<file path="src/rtl/mc_control_fsm.sv">
// Purpose : multi-cycle MIPS control sequencer; walks fetch/decode/execute/memory/writeback and drives every datapath select.
// Latency : R-type 4, LW 5, SW 4, BEQ 3, J 3 (ADDI 4 with MC_IMM_EN) cycles FETCH-to-FETCH with no memory wait.
// Backpres: FETCH, MEM_READ and MEM_WRITE hold while mem_ready is low; each low cycle adds one cycle. Optional macro: MC_IMM_EN.
module mc_control_fsm #(
    parameter logic [5:0] OP_RTYPE = 6'h00,
    parameter logic [5:0] OP_LW    = 6'h23,
    parameter logic [5:0] OP_SW    = 6'h2B,
    parameter logic [5:0] OP_BEQ   = 6'h04,
    parameter logic [5:0] OP_J     = 6'h02,
    parameter logic [5:0] OP_ADDI  = 6'h08
) (
    input  logic       clk,
    input  logic       rst_n,
    input  logic [5:0] opcode,
    input  logic       mem_ready,
    output logic       pc_write,
    output logic       pc_write_cond,
    output logic       i_or_d,
    output logic       mem_read,
    output logic       mem_write,
    output logic       ir_write,
    output logic       mem_to_reg,
    output logic       reg_dst,
    output logic       reg_write,
    output logic       alu_src_a,
    output logic [1:0] alu_src_b,
    output logic [1:0] alu_op,
    output logic [1:0] pc_source,
    output logic       illegal_op,
    output logic [3:0] state
);

    typedef enum logic [3:0] {
        INIT      = 4'd0,
        FETCH     = 4'd1,
        DECODE    = 4'd2,
        MEM_ADDR  = 4'd3,
        MEM_READ  = 4'd4,
        MEM_WB    = 4'd5,
        MEM_WRITE = 4'd6,
        EXECUTE   = 4'd7,
        R_WB      = 4'd8,
        BRANCH    = 4'd9,
`ifdef MC_IMM_EN
        JUMP      = 4'd10,
        IMM_EXEC  = 4'd11,
        IMM_WB    = 4'd12
`else
        JUMP      = 4'd10
`endif
    } state_t;

    state_t cur_state;
    state_t nxt_state;

    assign state = cur_state;

    // State register; reset forces INIT immediately, abandoning any stalled access.
    always_ff @(posedge clk or negedge rst_n) begin
        if (!rst_n) begin
            cur_state <= INIT;
        end else begin
            cur_state <= nxt_state;
        end
    end

    // Next-state and Moore output decode; FETCH's IR/PC loads and DECODE's illegal flag are the only input-dependent outputs.
    always_comb begin
        nxt_state     = cur_state;
        pc_write      = 1'b0;
        pc_write_cond = 1'b0;
        i_or_d        = 1'b0;
        mem_read      = 1'b0;
        mem_write     = 1'b0;
        ir_write      = 1'b0;
        mem_to_reg    = 1'b0;
        reg_dst       = 1'b0;
        reg_write     = 1'b0;
        alu_src_a     = 1'b0;
        alu_src_b     = 2'd0;
        alu_op        = 2'd0;
        pc_source     = 2'd0;
        illegal_op    = 1'b0;
        case (cur_state)
            INIT: begin
                nxt_state = FETCH;
            end
            FETCH: begin
                mem_read  = 1'b1;
                alu_src_b = 2'd1;
                ir_write  = mem_ready;
                pc_write  = mem_ready;
                if (mem_ready) begin
                    nxt_state = DECODE;
                end
            end
            DECODE: begin
                // ALU precomputes the branch target while the opcode is decoded.
                alu_src_b = 2'd3;
                case (opcode)
                    OP_LW, OP_SW: nxt_state = MEM_ADDR;
                    OP_RTYPE:     nxt_state = EXECUTE;
                    OP_BEQ:       nxt_state = BRANCH;
                    OP_J:         nxt_state = JUMP;
`ifdef MC_IMM_EN
                    OP_ADDI:      nxt_state = IMM_EXEC;
`else
                    OP_ADDI: begin
                        illegal_op = 1'b1;
                        nxt_state  = FETCH;
                    end
`endif
                    default: begin
                        illegal_op = 1'b1;
                        nxt_state  = FETCH;
                    end
                endcase
            end
            MEM_ADDR: begin
                alu_src_a = 1'b1;
                alu_src_b = 2'd2;
                nxt_state = (opcode == OP_SW) ? MEM_WRITE : MEM_READ;
            end
            MEM_READ: begin
                mem_read = 1'b1;
                i_or_d   = 1'b1;
                if (mem_ready) begin
                    nxt_state = MEM_WB;
                end
            end
            MEM_WB: begin
                reg_write  = 1'b1;
                mem_to_reg = 1'b1;
                nxt_state  = FETCH;
            end
            MEM_WRITE: begin
                mem_write = 1'b1;
                i_or_d    = 1'b1;
                if (mem_ready) begin
                    nxt_state = FETCH;
                end
            end
            EXECUTE: begin
                alu_src_a = 1'b1;
                alu_op    = 2'd2;
                nxt_state = R_WB;
            end
            R_WB: begin
                reg_write = 1'b1;
                reg_dst   = 1'b1;
                nxt_state = FETCH;
            end
            BRANCH: begin
                alu_src_a     = 1'b1;
                alu_op        = 2'd1;
                pc_write_cond = 1'b1;
                pc_source     = 2'd1;
                nxt_state     = FETCH;
            end
            JUMP: begin
                pc_write  = 1'b1;
                pc_source = 2'd2;
                nxt_state = FETCH;
            end
`ifdef MC_IMM_EN
            IMM_EXEC: begin
                alu_src_a = 1'b1;
                alu_src_b = 2'd2;
                nxt_state = IMM_WB;
            end
            IMM_WB: begin
                reg_write = 1'b1;
                nxt_state = FETCH;
            end
`endif
            default: begin
                // Unused encodings recover through INIT.
                nxt_state = INIT;
            end
        endcase
    end

endmodule
</file>
<file path="config.mk">
export PLATFORM = sky130hd
export DESIGN_NAME = mc_control_fsm
export DESIGN_NICKNAME = d
export VERILOG_FILES = /design/src/rtl/mc_control_fsm.sv
export SDC_FILE = /design/constraint.sdc
export NUM_CORES = 1
export LEC_CHECK = 0
export ABC_AREA = 1
export CAP_MARGIN = 5
export CORE_MARGIN = 2
export CORE_UTILIZATION = 35
export DETAILED_ROUTE_END_ITERATION = 8
export PLACE_DENSITY = 0.75
export SYNTH_ARGS = -nofsm -noshare
export SYNTH_HDL_FRONTEND = slang
export SYNTH_SLANG_ARGS = --single-unit
</file>
<file path="constraint.sdc">
create_clock -name clk -period 1.3 [get_ports clk]
set_input_delay 0.13 -clock clk [delete_from_list [all_inputs] [get_ports clk]]
set_output_delay 0.13 -clock clk [all_outputs]
set_load 0.05 [all_outputs]
</file>
==> results.md, run 1 <==
* Outcome: stopped before the end
* Last step reached: clock tree synthesis (4_1_cts)
* Error: [ERROR DPL-0038] Utilization greater than 100%, impossible to legalize
* Resized Gates After CTS at 15
* H-Tree Depth at 1
* Root Buffer: clkbuf_4
* Main area contributors after synthesis: dfrtp_1, nor2_1, nand2_1
* I/O Buffers at 29
* Total CTS buffers at 3
* Syn Inst Count at 86
* Die span in x at roughly 41 um
* Flops & latches, synth at 4
* Synth area leader: dfrtp_1
* Placer Congestion at a little under 1
* Syn. warnings at 0
* Placed Area at 1190 um^2
* Mapped Avg Cell Area at 5.67 um^2
* Top-area cell type share of the netlist area at roughly a fifth
* FFs w/ async S/R, synth at 100%
* Num ports at 30
* Clock tree buffer depth at 2
* Number of synthesized flops with an enable pin at 0
* CTS Hold Bufs at 0
* Most numerous cell in the Yosys netlist: nor2_1
* # rows at 13
* Post-DP HPWL at roughly 2000 um
* Initial core utilization at 37.5%
* Mapped cell area at around 500 um^2
* Synth Net Count at 95
* Pre-CTS WS at -176 ps
* Synth cell count leaders: nor2_1, nand2_1, inv_1
* Clk sink count at 4
* Post-synth cell types at 17
* Setup bufs post-CTS at 8
* Ys flop type: dfrtp_1
* Die height at slightly above 40 um
* Register area share after synthesis at just over 20%
-- per-stage QoR --
step                      instances  hold WS [ps]
after detailed placement        139           338
after global placement          139           338
after floorplan                  86          -166
-- cell families after synthesis --
| logic type | count (synthesis) | share of synthesized area (%) |
|---|---|---|
| AND/OR/NAND/NOR | 56 | 52.6 |
| buffers and inverters | 14 | 11.5 |
| AO/OA/AOI/OAI | 12 | 15.4 |
| flip-flops | 4 | 20.5 |
==> run 2, diff against run 1 <==
--- a/config.mk
+++ b/config.mk
@@ -7,10 +7,10 @@
 export LEC_CHECK = 0
 export ABC_AREA = 1
 export CAP_MARGIN = 5
-export CORE_MARGIN = 2
-export CORE_UTILIZATION = 35
+export CORE_AREA = 2 2 63 65
 export DETAILED_ROUTE_END_ITERATION = 8
-export PLACE_DENSITY = 0.75
+export DIE_AREA = 0 0 65 67
+export PLACE_DENSITY_LB_ADDON = 0.15
 export SYNTH_ARGS = -nofsm -noshare
 export SYNTH_HDL_FRONTEND = slang
 export SYNTH_SLANG_ARGS = --single-unit
==> run 2 against run 1 <==
The flow now finishes, with violations (negative setup slack). Synthesized cell count unchanged. Area after synthesis did not move.
==> results.md, run 2 <==
* Outcome: complete, but fails checks
* Failing checks: negative setup slack
* Core footprint at between 3000 and 4000 um^2
* Avg WL per Cell at between 9 and 10 um
* Number of detailed-route iterations in the first pass at 4
* Number of synthesized flops with an enable pin at 0 (unchanged)
* Synth Net Count at 95 (unchanged)
* Total congestion overflow at 0
* CP delay by family, top: flip-flops
* First-pass GRT wire length at 3070 um
* Period utilization at 112%
* Clock tree buffer depth at 2 (unchanged)
* Critical path depth at 6
* Multi-input gate area at between 400 and 500 um^2
* Worst Setup End Kind: output pin
* Mapped Avg Cell Area at 5.67 um^2 (unchanged)
* Fillers at 375
* Syn Inst Count at 86 (unchanged)
* Post-DP HPWL at 1530 um (-21%)
* Crit path largest cell delay at around 510 ps
* Vias in the first global route at about 720
* Routed vias/inst at 3.80
* Initial antenna violation count at 0
* RSZ-0062 raised after global routing: true
* Flops & latches, synth at 4 (unchanged)
* Placer Congestion at 0.749 (-24%)
* Largest net degree at the start of global routing at 8
* Worst hold-check path type: primary input to async pin
* Slew HR at 78.8%
* Kind of critical path: flip-flop to output pin
* Net load switching power at approximately 1.6 mW
* Die height at 67 um (+62%)
* # setup viols final at 19
* Num ports at 30 (unchanged)
* Root Buffer: clkbuf_8
* Final Hold Viols at 0
* H-Tree Depth at 1 (unchanged)
* CP most frequent cell: nor2_4
* Critical Path RT at approximately 1200 ps
* Startpoint types: flip-flop
* Most numerous cell in the Yosys netlist: nor2_1
* Critical Path, Cell by Cell: inv_2, nand2_4, nor2_4, nand2_2, nor2_4, buf_12
* Number of inserted diodes at 0
* Top-area cell type share of the netlist area at 20.5% (unchanged)
* Die span in x at 65 um (+57%)
* Power share of the clock group at under 10%
* Reg area at around 110 um^2
* Sequential share of power at under 10%
* Combinational share of power at approximately 83%
* Syn. warnings at 0 (unchanged)
* Synth area leader: dfrtp_1
* Setup TNS at -1710 ps
* Final count of pins violating max slew at 0
* Main area contributors after synthesis: dfrtp_1, nor2_1, nand2_1
* Worst Path Buf+Inv at 2
* Leak pwr at roughly 0.56 nW
* Flip-flop count of the largest register after layout at 4
* Initial core utilization at 13.5% (-24 points)
* Drt drc at 0
* PnR worst setup slack at -160 ps
* Vias at around 700
* Clk sink count at 4 (unchanged)
* Total CTS buffers at 3 (unchanged)
* Switching Fraction at 50.0%
* Cell Pwr Density at 2280 nW/um^2
* Drt initial violations at 16
* # rows at 22 (+9)
* Crit path max fanout at 6
* Maximum VDD drop at around 0.55 mV
* Worst Path Arrival at roughly 1300 ps
* Internal power at 1.56 mW
* Post-route ant nets at 0
* Non-Filler Cell Area, Final at between 1000 and 1500 um^2
* Post-route minimum period at roughly 1500 ps
* Peak Freq at 685 MHz
* Fin nets at roughly 140
* I/O Buffers at 29 (unchanged)
* Most frequent cells in the layout: buf_12, nand2_1, buf_4
* Clock transition at the registers of the reported paths at around 30 ps
* Worst Clk Skew at about 0.89 ps
* Area Overhead vs Synth at 181%
* Post-synth cell types at 17 (unchanged)
* CTS tree: yes
* Latest clock arrival within the worst-skew pair at between 200 and 250 ps
* Register area share after synthesis at 20.5% (unchanged)
* Total GRT Usage at ~9.1%
* Placed Area at 1240 um^2 (+4.1%)
* Max Cap Violations at 0
* Worst reg2reg path depth at 8
* Ys flop type: dfrtp_1
* CP max-delay cell: dfrtp_4
* Total Die Area at 4360 um^2
* FFs w/ async S/R, synth at 100% (unchanged)
* Power, Total at approximately 3.1 mW
* Total Wirelength at 1730 um
* Most common cell after layout, fill and taps aside: buf_12
* Slew of the pin with the lowest slew margin at 318 ps
* Share of layout cells above drive strength 1 at between 50% and 60%
* Mapped cell area at 488 um^2 (unchanged)
* Synth cell count leaders: nor2_1, nand2_1, inv_1
## run 2: worst paths after layout
check                             endpoint     start  slack [ps]
worst max-delay path            illegal_op  state[0]        -160
worst min-delay path              state[0]     rst_n         120
worst max register to register    state[2]  state[0]         -90
worst min register to register    state[2]  state[2]         550
max in group asynchronous         state[0]     rst_n         990
min in group clk                  state[2]  state[2]         550
## run 2: final cells by class
cell class	count	share of cell area (%)
clock buffers	3	3.02
inverters	13	4.48
multi-input cells	68	34.9
flip-flops and latches	4	7.86
well taps	48	4.39
repair buffers	44	45.3
## run 2: stage by stage
stage / cells / hold slack (ps) / utilization [%] / setup WS (ps)
floorplan: 86 / -166 / - / -175
global placement: 173 / 348 / 34.4 / -25.2
detailed placement: 173 / 352 / 34.4 / -39.2
CTS: 179 / 125 / 37.5 / -176
global route: 180 / 131 / 38.0 / -219
finish: 180 / 120 / 38.0 / -160
## run 2: repair_timing
action                                  4_1_cts  5_1_grt
hold endpoints to repair                      0        0
endpoints found under the setup margin       15       20
hold buffers                                  0        0
gates resized for setup                      12        2
buffers inserted                              3        1
pin swaps                                     6        4
## run 2: cells by family after synthesis
| logic type | synth area share, % |
|---|---|
| AO/OA/AOI/OAI | 15.4 |
| buffers and inverters | 11.5 |
| flip-flops | 20.5 |
| AND/OR/NAND/NOR | 52.6 |
## run 2: layer usage
metal | part of all wire (%) | track usage (%) | vias up
met5 | 0 | 0 | -
met4 | 0.92 | 3.99 | 0
met3 | 8.3 | 2.53 | 2
met2 | 50 | 16.6 | 23
met1 | 40 | 9.79 | 294
li1 | - | - | 365
## run 2: worst reg2reg max path: stages (launching register included)
cell     delay [ps]
dfrtp_4         510
nand2_4         140
nor2_4           50
buf_4           130
buf_4           140
o21ai_4         150
inv_2            50
nand2_1          50
o21ai_1          50
## run 2: power by group through the flow
stage | clock (mW) | combinational, mW | sequential [mW]
CTS | 0.268 | 2.57 | 0.277
detailed placement | 0 | 2.42 | 0.272
finish | 0.258 | 2.60 | 0.271
floorplan | 0 | 1.15 | 0.413
global placement | 0 | 2.42 | 0.272
global route | 0.277 | 2.73 | 0.287
(Power assumes the default switching activity.)
